## config.mk

```make
export PLATFORM = sky130hd
export DESIGN_NAME = tnoc_port_arbiter
export DESIGN_NICKNAME = d
export VERILOG_FILES = /design/src/rtl/tnoc_router_pkg.sv /design/src/rtl/tnoc_vc_arbiter.sv /design/src/rtl/tnoc_port_arbiter.sv
export SDC_FILE = /design/constraint.sdc
export NUM_CORES = 1
export LEC_CHECK = 0
export ABC_CLOCK_PERIOD_IN_PS = 6550
export BUFFER_PORTS_ARGS = -buffer_cell sky130_fd_sc_hd__buf_4
export CAP_MARGIN = 20
export CORE_MARGIN = 2
export CORE_UTILIZATION = 65
export DETAILED_ROUTE_END_ITERATION = 12
export PLACE_DENSITY = 0.89
export SYNTH_ARGS = -nofsm -noshare
export SYNTH_HDL_FRONTEND = slang
export SYNTH_HIERARCHICAL = 1
export SYNTH_SLANG_ARGS = --single-unit
```

## constraint.sdc

```tcl
create_clock -name clk -period 6.55 [get_ports clk]
set_clock_uncertainty 0.1 [all_clocks]
set_input_delay 0.9825 -clock clk [delete_from_list [all_inputs] [get_ports clk]]
set_output_delay 0.9825 -clock clk [all_outputs]
set_load 0.02 [all_outputs]
```

## src/rtl/tnoc_router_pkg.sv

```systemverilog
// Shared router definitions for the output-port arbiter.
//   tnoc_config          : router configuration record (virtual channel count).
//   TNOC_DEFAULT_CONFIG  : two virtual channels.
//   tnoc_vc_state_e      : per-VC lock state (IDLE / BUSY).
//   tnoc_index_width()   : bits needed to hold a requester index (min 1).
//   tnoc_rr_select()     : round-robin one-hot pick starting at a pointer.
package tnoc_router_pkg;

  typedef struct packed {
    int virtual_channels;
  } tnoc_config;

  localparam tnoc_config TNOC_DEFAULT_CONFIG = '{virtual_channels: 2};

  localparam int TNOC_DEFAULT_REQUESTERS = 5;

  // Widest request vector tnoc_rr_select can handle; callers zero-extend.
  localparam int TNOC_MAX_REQUESTERS = 32;

  typedef enum logic {
    IDLE = 1'b0,
    BUSY = 1'b1
  } tnoc_vc_state_e;

  function automatic int tnoc_index_width(input int n);
    return (n > 1) ? $clog2(n) : 1;
  endfunction

  // Scan n requesters starting at ptr, wrapping back to 0 after n-1, and
  // return a one-hot vector marking the first requester found (or zero).
  // ptr must be below n, so ptr+i never reaches 2n and a single
  // subtraction performs the wrap.
  function automatic logic [TNOC_MAX_REQUESTERS-1:0] tnoc_rr_select(
    input logic [TNOC_MAX_REQUESTERS-1:0] request,
    input int unsigned                    ptr,
    input int unsigned                    n
  );
    logic [TNOC_MAX_REQUESTERS-1:0] result;
    logic                           found;
    int unsigned                    idx;
    result = '0;
    found  = 1'b0;
    for (int i = 0; i < TNOC_MAX_REQUESTERS; i++) begin
      if (i < int'(n)) begin
        idx = ptr + i;
        if (idx >= n) idx = idx - n;
        if (!found && request[idx[4:0]]) begin
          result[idx[4:0]] = 1'b1;
          found            = 1'b1;
        end
      end
    end
    return result;
  endfunction

endpackage

```

## src/rtl/tnoc_vc_arbiter.sv

```systemverilog
// Wormhole arbiter for one virtual channel of one output port.
//   request/start_of_packet/end_of_packet/free : per-requester control for this VC.
//   vc_ready    : downstream VC can accept a new packet.
//   grant       : registered one-hot owner of this VC.
//   busy        : VC is locked to a requester.
//   grant_index : binary owner index, 0 when idle.
// A requester is eligible only while presenting a head flit. Once granted,
// the lock is held until the owner transfers its tail flit; a new owner can
// take over in that same release cycle so the VC never idles between packets.
module tnoc_vc_arbiter
  import tnoc_router_pkg::*;
#(
  parameter int REQUESTERS  = TNOC_DEFAULT_REQUESTERS,
  parameter int INDEX_WIDTH = tnoc_index_width(REQUESTERS)
) (
  input  logic                   clk,
  input  logic                   rst_n,
  input  logic [REQUESTERS-1:0]  request,
  input  logic [REQUESTERS-1:0]  start_of_packet,
  input  logic [REQUESTERS-1:0]  end_of_packet,
  input  logic [REQUESTERS-1:0]  free,
  input  logic                   vc_ready,
  output logic [REQUESTERS-1:0]  grant,
  output logic                   busy,
  output logic [INDEX_WIDTH-1:0] grant_index
);

  tnoc_vc_state_e state;
  logic [INDEX_WIDTH-1:0] ptr;

  logic [REQUESTERS-1:0]          eligible;
  logic [TNOC_MAX_REQUESTERS-1:0] eligible_wide;
  logic [TNOC_MAX_REQUESTERS-1:0] select_wide;
  logic [REQUESTERS-1:0]          select;
  logic [INDEX_WIDTH-1:0]         winner;
  logic [INDEX_WIDTH-1:0]         ptr_next;
  logic                           has_winner;
  logic                           release_now;
  logic                           arbitrate;

  assign eligible = request & start_of_packet;

  // Only the current owner's tail transfer can end the lock; free/eop from
  // any other requester are never looked at.
  assign release_now = (state == BUSY) && free[grant_index] && end_of_packet[grant_index];
  assign arbitrate   = vc_ready && ((state == IDLE) || release_now);

  // NOTE: every signal written in an always_comb gets a default value first,
  // so no path through the block leaves it unassigned and no latch is inferred.
  always_comb begin
    eligible_wide                 = '0;
    eligible_wide[REQUESTERS-1:0] = eligible;
  end

  // The pointer sits one past the previous winner, so that winner is searched
  // last and can only win again when nobody else is eligible.
  assign select_wide = tnoc_rr_select(eligible_wide, 32'(ptr), REQUESTERS);
  assign select      = select_wide[REQUESTERS-1:0];
  assign has_winner  = |select;

  always_comb begin
    winner = '0;
    for (int r = 0; r < REQUESTERS; r++) begin
      if (select[r]) winner = INDEX_WIDTH'(r);
    end
  end

  assign ptr_next = (winner == INDEX_WIDTH'(REQUESTERS - 1)) ? '0 : winner + INDEX_WIDTH'(1);

  // NOTE: sequential state is updated with non-blocking assignments so every
  // flop samples the pre-edge values, independent of statement order.
  always_ff @(posedge clk or negedge rst_n) begin
    if (!rst_n) begin
      state       <= IDLE;
      ptr         <= '0;
      grant       <= '0;
      busy        <= 1'b0;
      grant_index <= '0;
    end else begin
      if (arbitrate && has_winner) begin
        state       <= BUSY;
        ptr         <= ptr_next;
        grant       <= select;
        busy        <= 1'b1;
        grant_index <= winner;
      end else if (release_now) begin
        // Tail left with no successor (or downstream not ready): drop the lock.
        state       <= IDLE;
        grant       <= '0;
        busy        <= 1'b0;
        grant_index <= '0;
      end
    end
  end

  a_grant_onehot0 : assert property (@(posedge clk) disable iff (!rst_n) $onehot0(grant))
    else $error("tnoc_vc_arbiter: more than one grant bit set");

endmodule

```

## src/rtl/tnoc_port_arbiter.sv

```systemverilog
// Output-port arbiter: one independent wormhole arbiter per virtual channel.
//   i_request/i_start_of_packet/i_end_of_packet/i_free : bit r*CHANNELS+v is requester r, VC v.
//   i_vc_ready    : per-VC downstream readiness for a new packet.
//   o_grant       : bit r*CHANNELS+v set while requester r owns VC v (one-hot per VC).
//   o_busy        : per-VC lock flag.
//   o_grant_index : per-VC owner index, field v at [v*INDEX_WIDTH +: INDEX_WIDTH].
// This level only regroups the requester-major buses into per-VC vectors;
// all outputs are driven straight from the per-VC flops.
module tnoc_port_arbiter
  import tnoc_router_pkg::*;
#(
  parameter tnoc_config CONFIG     = TNOC_DEFAULT_CONFIG,
  parameter int         REQUESTERS = TNOC_DEFAULT_REQUESTERS,
  localparam int        CHANNELS    = CONFIG.virtual_channels,
  localparam int        INDEX_WIDTH = tnoc_index_width(REQUESTERS)
) (
  input  logic                            clk,
  input  logic                            rst_n,
  input  logic [REQUESTERS*CHANNELS-1:0]  i_request,
  input  logic [REQUESTERS*CHANNELS-1:0]  i_start_of_packet,
  input  logic [REQUESTERS*CHANNELS-1:0]  i_end_of_packet,
  input  logic [REQUESTERS*CHANNELS-1:0]  i_free,
  input  logic [CHANNELS-1:0]             i_vc_ready,
  output logic [REQUESTERS*CHANNELS-1:0]  o_grant,
  output logic [CHANNELS-1:0]             o_busy,
  output logic [CHANNELS*INDEX_WIDTH-1:0] o_grant_index
);

  for (genvar v = 0; v < CHANNELS; v++) begin : g_vc
    logic [REQUESTERS-1:0] request_v;
    logic [REQUESTERS-1:0] sop_v;
    logic [REQUESTERS-1:0] eop_v;
    logic [REQUESTERS-1:0] free_v;
    logic [REQUESTERS-1:0] grant_v;

    for (genvar r = 0; r < REQUESTERS; r++) begin : g_req
      assign request_v[r]             = i_request[r*CHANNELS+v];
      assign sop_v[r]                 = i_start_of_packet[r*CHANNELS+v];
      assign eop_v[r]                 = i_end_of_packet[r*CHANNELS+v];
      assign free_v[r]                = i_free[r*CHANNELS+v];
      assign o_grant[r*CHANNELS+v]    = grant_v[r];
    end

    tnoc_vc_arbiter #(
      .REQUESTERS  (REQUESTERS),
      .INDEX_WIDTH (INDEX_WIDTH)
    ) u_vc_arbiter (
      .clk             (clk),
      .rst_n           (rst_n),
      .request         (request_v),
      .start_of_packet (sop_v),
      .end_of_packet   (eop_v),
      .free            (free_v),
      .vc_ready        (i_vc_ready[v]),
      .grant           (grant_v),
      .busy            (o_busy[v]),
      .grant_index     (o_grant_index[v*INDEX_WIDTH +: INDEX_WIDTH])
    );
  end

endmodule

```

# Yosys cells after proc, flatten, opt, wreduce, memory -nomap -nowiden
# Index checks and enable logic that the tools add are counted.
[totals] elab_cells=212 ff_bits=24 out_inout_bits=18 inputBits=44
[op_classes] n_eq_ne=2 bitwise_logic=12 add_sub_neg=20 muxes=98 order_cmp=32 reduce_logical=40
[op_table] cell="32-bit by 3-bit greater-or-equal comparator with 1-bit output (second input constant)" count=8
[op_table] cell="5-bit 2-to-1 mux" count=24
[op_table] cell="5-bit by 6-bit less-than comparator with 1-bit output (second input constant)" count=10
[op_table] cell="1-bit binary-select mux with 5-bit select" count=10
[op_table] cell="1-bit demux with 5-bit select" count=10
[op_table] cell="5-bit by 1-bit greater-or-equal comparator with 1-bit output (second input constant)" count=10
[op_table] cell="5-bit bitwise OR" count=8
[op_table] cell="5-bit by 3-bit subtractor with 5-bit output (second input constant)" count=8
[op_table] cell="1-bit 2-to-1 mux" count=38
[op_table] cell="1-bit logical AND" count=26
[op_table] cell="3-bit 2-to-1 mux" count=8
[op_table] cell="3-bit by 2-bit adder with 4-bit output (second input constant)" count=4
[op_table] cell="1-bit binary-select mux with 3-bit select" count=4
[op_table] cell="5-bit AND" count=2
[op_table] cell="5-bit OR reduction" count=2
[op_table] cell="3-bit by 1-bit adder with 4-bit output (second input constant)" count=2
[op_table] cell="3-bit by 3-bit adder with 4-bit output (second input constant)" count=2
[op_table] cell="1-bit zero test" count=8
[op_table] cell="3-bit by 4-bit less-than comparator with 1-bit output (second input constant)" count=2
[op_table] cell="2-bit 2-to-1 mux" count=4
[op_table] cell="3-bit by 3-bit subtractor with 4-bit output (second input constant)" count=2
[op_table] cell="3-bit by 1-bit adder with 3-bit output (second input constant)" count=2
[op_table] cell="3-bit equality test (second input constant)" count=2
[op_table] cell="3-bit greater-or-equal comparator (second input constant)" count=2
[op_table] cell="other kinds (3)" count=6

# Logic depth before layout (Yosys ltp)
[depth] depth_word=23 mapped_depth=19 mapped_depth_nobuf=16

# Modules after synthesis
# The synthesis kept the hierarchy.
[modules_own_cells] mod="tnoc_vc_arbiter at g_vc[0].u_vc_arbiter" instances=1 cells_each=308 area_each_um2=2427.3 seq_area_each_um2=275.3
[modules_own_cells] mod="tnoc_vc_arbiter at g_vc[1].u_vc_arbiter" instances=1 cells_each=282 area_each_um2=2143.3 seq_area_each_um2=275.3

# Worst setup path before layout
# No wires, ideal clock.
[synth_path] path_type="register -> register" from="reg g_vc[0].u_vc_arbiter.ptr[1]" to="reg g_vc[0].u_vc_arbiter.ptr[2]" t_arrival_ns=3.950 required_time_ns=6.325 synth_period_minus_slack_ns=4.175 stages_incl_launch_ff=18 n_path_buf=2 setup_slack_ns=2.375 setup_ns=0.125 cell_sequence="dfrtp_1 -> buf_2 -> inv_1 -> ha_1 -> ha_1 -> clkbuf_1 -> inv_1 -> o32a_1 -> o22ai_2 -> a41oi_1 -> o21ai_1 -> nor2_4 -> a211oi_2 -> a21boi_0 -> inv_1 -> ha_1 -> ha_1 -> mux2_4"
[synth_via] elab_chain_len=23 elab_cells_between_ends=84 classes_between="10 x add/sub; 15 x order compare; 1 x eq/ne; 39 x mux; 4 x bitwise; 15 x reduce/logical"
[synth_rtl] item="start, declared" line_no="tnoc_vc_arbiter.sv:29" text="logic [INDEX_WIDTH-1:0] ptr;"
[synth_rtl] item="start signal, assigned" line_no="tnoc_vc_arbiter.sv:82" text="ptr <= ptr_next;"
[synth_rtl] item="branches (longest 16 deep; another with 32-bit by 3-bit greater-or-equal comparator with 1-bit output)"
[synth_rtl] item="5-bit 2-to-1 mux *" line_no="tnoc_router_pkg.sv:47" text="if (!found && request[idx[4:0]]) begin"
[synth_rtl] item="1-bit 2-to-1 mux" line_no="tnoc_vc_arbiter.sv:64" text="if (select[r]) winner = INDEX_WIDTH'(r);"
[synth_rtl] item="2-bit 2-to-1 mux (2 in series)" line_no="tnoc_vc_arbiter.sv:64"
[synth_rtl] item="3-bit 2-to-1 mux *" line_no="tnoc_vc_arbiter.sv:64"
[synth_rtl] item="3-bit by 1-bit adder with 3-bit output or 3-bit equality test (tied branches)" line_no="tnoc_vc_arbiter.sv:68" text="assign ptr_next = (winner == INDEX_WIDTH'(REQUESTERS - 1)) ? '0 : winner + INDEX_WIDTH'(1);"
[synth_rtl] item="3-bit 2-to-1 mux *" line_no="tnoc_vc_arbiter.sv:68"
[synth_rtl] item="net g_vc[0].u_vc_arbiter.ptr_next[2]" line_no="tnoc_vc_arbiter.sv:36" text="logic [INDEX_WIDTH-1:0] ptr_next;"
# Mark *: on every way through the listed nets, which the timed path passes. The select of a mux whose other input is x is not followed.
# A chain may end at the register's enable or synchronous reset.

# Final worst setup path
[layout_path] from="reg g_vc[1].u_vc_arbiter.ptr[1]" to="reg g_vc[1].u_vc_arbiter.ptr[2]"
[layout_via] elab_chain_len=23 elab_cells_between_ends=84 classes_between="10 x add/sub; 15 x order compare; 1 x eq/ne; 39 x mux; 4 x bitwise; 15 x reduce/logical"
[layout_rtl] item="start, declared" line_no="tnoc_vc_arbiter.sv:29"
[layout_rtl] item="start signal, assigned" line_no="tnoc_vc_arbiter.sv:82"
[layout_rtl] item="branches (longest 16 deep; another with 32-bit by 3-bit greater-or-equal comparator with 1-bit output)"
[layout_rtl] item="5-bit 2-to-1 mux *" line_no="tnoc_router_pkg.sv:47"
[layout_rtl] item="1-bit 2-to-1 mux" line_no="tnoc_vc_arbiter.sv:64"
[layout_rtl] item="2-bit 2-to-1 mux (2 in series)" line_no="tnoc_vc_arbiter.sv:64"
[layout_rtl] item="3-bit 2-to-1 mux *" line_no="tnoc_vc_arbiter.sv:64"
[layout_rtl] item="3-bit by 1-bit adder with 3-bit output or 3-bit equality test (tied branches)" line_no="tnoc_vc_arbiter.sv:68"
[layout_rtl] item="3-bit 2-to-1 mux *" line_no="tnoc_vc_arbiter.sv:68"
[layout_rtl] item="net g_vc[1].u_vc_arbiter.ptr_next[2]" line_no="tnoc_vc_arbiter.sv:36"
# Marked as above.

==> results.txt <==
----------------------------------------------------
[Global routing]
  Met1 demand-to-capacity share in global routing ... 0.468
  GRT Total Usage ... 0.327
  GR peak layer ... met2
  Largest net degree at the start of global routing ... 57
  Met2 global-route usage ... 0.521
  Overall overflow remaining after global route ... 0
  Met3 track demand over resource in global routing ... 0.0330
  Wire length of the first global-routing pass ... around 21 mm
  Number of antenna violations at the first check in global routing ... 1
  Number of global-route vias before repair ... 4389

[Synthesis]
  Cell variety after synth ... about 100
  Post-synthesis sequential element count ... 22
  Multiplexer area fraction after synthesis ... 0.0506
  Number of warnings printed during yosys synthesis ... 6
  Area share of and/or/nand/nor cells after synthesis ... 0.275
  Gate Count Post-Synth ... 590
  Share of the synthesized area in compound gates (AO/OA/AOI/OAI) ... 0.386
  Share of the yosys chip area belonging to registers ... 0.120
  Top flip-flop cell by instance count after synthesis ... sky130_fd_sc_hd__dfrtp_1
  Number of flops mapped to enable cells by yosys ... 0
  Syn nets ... around 670
  Post-synthesis share of cell area spent on full adders, half adders and majority gates ... 0.0936
  Share of async-settable or async-resettable flops after synthesis ... 1.00
  Average cell area after synthesis ... just under 8 um^2
  Largest family of logic cells by synthesized area ... compound AO/OA/AOI/OAI gates
  Xor and xnor area share after synthesis ... 0.00766
  Post-synth design cell area ... 0.00457 mm^2

[Setup path]
  Critical path data required time ... 6.60 ns
  Endpoint kind of the worst setup timing path ... flop
  Maximum fanout along the worst path ... 28
  Type of the worst setup path ... reg2reg
  WP data arrival ... roughly 5.1 ns
  Startpoint type of the worst setup path ... flop

[Clocking]
  Number of setup buffers added after CTS ... 0
  Count of hold buffers inserted by post-cts repair ... 0
  CTS Buffer Depth ... 2
  CTS H-Tree Depth ... 1
  Root Driver ... sky130_fd_sc_hd__clkbuf_8
  Clock-pin transition on the worst setup and hold timing paths ... 0.09 ns
  Clock Sinks ... 22
  TritonCTS clock tree ... built
  Later-pin clock latency in the skew report ... 0.26 ns
  Number of instances resized during post-cts repair ... 0
  TritonCTS buffer count ... 3

[Place]
  Port Buf Inserts ... 61
  RD Place Congestion ... 1.04
  Half-perimeter wire length after detailed placement ... 9.87 mm

[Cells and area]
  Most frequent cells in the layout ... sky130_fd_sc_hd__nand2_1, sky130_fd_sc_hd__buf_4, sky130_fd_sc_hd__o21ai_0
  Count of nets after finishing ... 700
  Antenna cells ... 0
  Fraction of final layout cells with drive strength greater than 1 ... 0.188
  Growth of design area from synthesis to finish ... 9.91%
  Commonest non-fill, non-tap cell in the layout ... sky130_fd_sc_hd__nand2_1

[Route]
  Post-detailed-route count of antenna-violating nets ... 0
  Count of TritonRoute iterations in the first routing pass ... 5
  Via count ... 5040
  DRC marker count from the first detailed-route iteration ... 520
  Routed wire length per instance ... 18.2 um
  DRT Wirelength ... 13.1 mm
  DRC violation count after routing ... 0
  Drt via density ... 7.02

[Floorplanning]
  Ports ... 62
  Initial core utilization ... 0.673
  Width of the die ... 87.9 um
  Floorplan core area ... 0.00679 mm^2
  Number of placement rows ... 30
  Chip Height ... between 80 and 90 um
  Floorplan die area ... 0.00772 mm^2

[Timing]
  Final worst path period share ... 0.771
  Final count of negative-setup-slack endpoints ... 0
  Pin slew with the least headroom to its limit ... 0.896 ns
  Fmax ... a little under 200 MHz
  Hold Vio Cnt, Final ... 0
  Setup repair after global routing missed its margin ... no
  Setup TNS ... 0 ns
  Normalized max-slew margin ... 0.403
  Max-slew violation total from the final report ... 0
  Minimum period implied by the final worst setup slack ... between 5 and 6 ns

[Run]
  Reported max-cap violation count ... 0

[Outcome]
  Result of the run ... finished, final reports clean

[Hold path]
  Worst min-delay path category ... reg2reg

----------------------------------------------------
[cell usage after synthesis, drive strengths merged (4+ instances only)]
library cell / instances / area share
dfrtp: 22 / 0.12
xnor2: 4 / 0.0077
nor3b: 5 / 0.0082
a31oi: 15 / 0.025
a41oi: 4 / 0.016
nor2: 23 / 0.021
a21boi: 5 / 0.0082
o211ai: 13 / 0.024
a21oi: 33 / 0.044
clkbuf: 8 / 0.0066
ha: 31 / 0.085
nor3: 15 / 0.016
a211oi: 12 / 0.027
a211o: 4 / 0.0077
nor4: 8 / 0.012
nand3: 26 / 0.028
o21ai: 44 / 0.049
a2111oi: 10 / 0.028
mux2: 6 / 0.016
a221oi: 9 / 0.022
a32o: 5 / 0.011
mux2i: 16 / 0.035
nand2: 69 / 0.057
or3: 6 / 0.0082
o31ai: 8 / 0.013
o32ai: 4 / 0.0077
nand4: 8 / 0.011
o22ai: 20 / 0.029
inv: 23 / 0.019
and2: 10 / 0.015
or2: 4 / 0.0055
buf: 28 / 0.041
nor2b: 9 / 0.012
nand4b: 5 / 0.0096
nand2b: 12 / 0.016
nand3b: 6 / 0.011
nor4b: 4 / 0.0077
a21o: 6 / 0.0099
[flip-flops by register name (all words and copies together) (netlist names)]
register	flops
g_vc.u_vc_arbiter/grant	10
g_vc.u_vc_arbiter/ptr	6
g_vc.u_vc_arbiter/state	2
g_vc.u_vc_arbiter/grant_index	4
[cell type report]
class | count | area [um^2]
timing repair buffer | 64 | 480
multi-input combinational | 509 | 3710
fill | 546 | 1770
clock inverter | 1 | 30.0
inverter | 23 | 86.3
tap | 96 | 120
clock buffer | 3 | 41.3
sequential | 22 | 551
[through the flow]
step / util / setup WS [ns] / hold slack [ns] / instances / area (um^2)
2_1_floorplan: - / 2.38 / 0.507 / 590 / 4570
3_3_place_gp: 0.729 / 1.89 / 0.400 / 714 / 4950
3_5_place_dp: 0.729 / 1.62 / 0.412 / 714 / 4950
4_1_cts: 0.739 / 1.61 / 0.423 / 718 / 5020
5_1_grt: 0.739 / 1.11 / 0.451 / 718 / 5020
6_report: 0.739 / 1.50 / 0.419 / 718 / 5020
[critical path, cell delays in order (launching register included)]
cell and delay (ns):
sky130_fd_sc_hd__dfrtp_1 0.75, sky130_fd_sc_hd__inv_1 0.34, sky130_fd_sc_hd__ha_1 0.91, sky130_fd_sc_hd__inv_1 0.28, sky130_fd_sc_hd__a2111oi_0 0.59, sky130_fd_sc_hd__o211ai_1 0.23
sky130_fd_sc_hd__nand3_1 0.22, sky130_fd_sc_hd__and2b_1 0.26, sky130_fd_sc_hd__o2111ai_1 0.12, sky130_fd_sc_hd__o2111a_1 0.39, sky130_fd_sc_hd__o211ai_1 0.17, sky130_fd_sc_hd__ha_1 0.24
sky130_fd_sc_hd__ha_1 0.18, sky130_fd_sc_hd__nand2_1 0.06, sky130_fd_sc_hd__o22ai_1 0.08
[cell families after synthesis]
logic type / after synthesis
buf+inv: 59
compound gates: 222
xor+xnor: 4
flops: 22
fa+ha+maj: 33
mux: 22
simple gates: 228
[layer usage]
metal	wire length, um	up-vias
met5	13	-
met4	242	2
met3	1180	36
met2	5950	286
met1	5680	2353
li1	-	2363
[path summary, 6_finish.rpt]
kind / start / slack (ns) / depth (start not counted) / end
max in group asynchronous: rst_n / 5.63 / 1 / g_vc[0].u_vc_arbiter/grant[4]$_DFFE_PN0P_
min in group asynchronous: rst_n / 0.49 / 1 / g_vc[1].u_vc_arbiter/grant_index[1]$_DFFE_PN0P_
max reg2reg: g_vc[1].u_vc_arbiter/ptr[1]$_DFFE_PN0P_ / 1.50 / 14 / g_vc[1].u_vc_arbiter/ptr[2]$_DFFE_PN0P_
max: g_vc[1].u_vc_arbiter/ptr[1]$_DFFE_PN0P_ / 1.50 / 14 / g_vc[1].u_vc_arbiter/ptr[2]$_DFFE_PN0P_
min: g_vc[1].u_vc_arbiter/grant[1]$_DFFE_PN0P_ / 0.42 / 2 / g_vc[1].u_vc_arbiter/grant[1]$_DFFE_PN0P_
min reg2reg: g_vc[1].u_vc_arbiter/grant[1]$_DFFE_PN0P_ / 0.42 / 2 / g_vc[1].u_vc_arbiter/grant[1]$_DFFE_PN0P_
Power is left out: the tool's default activity adds up to more than one toggle a clock period on the data nets, which glitch-free logic cannot reach.
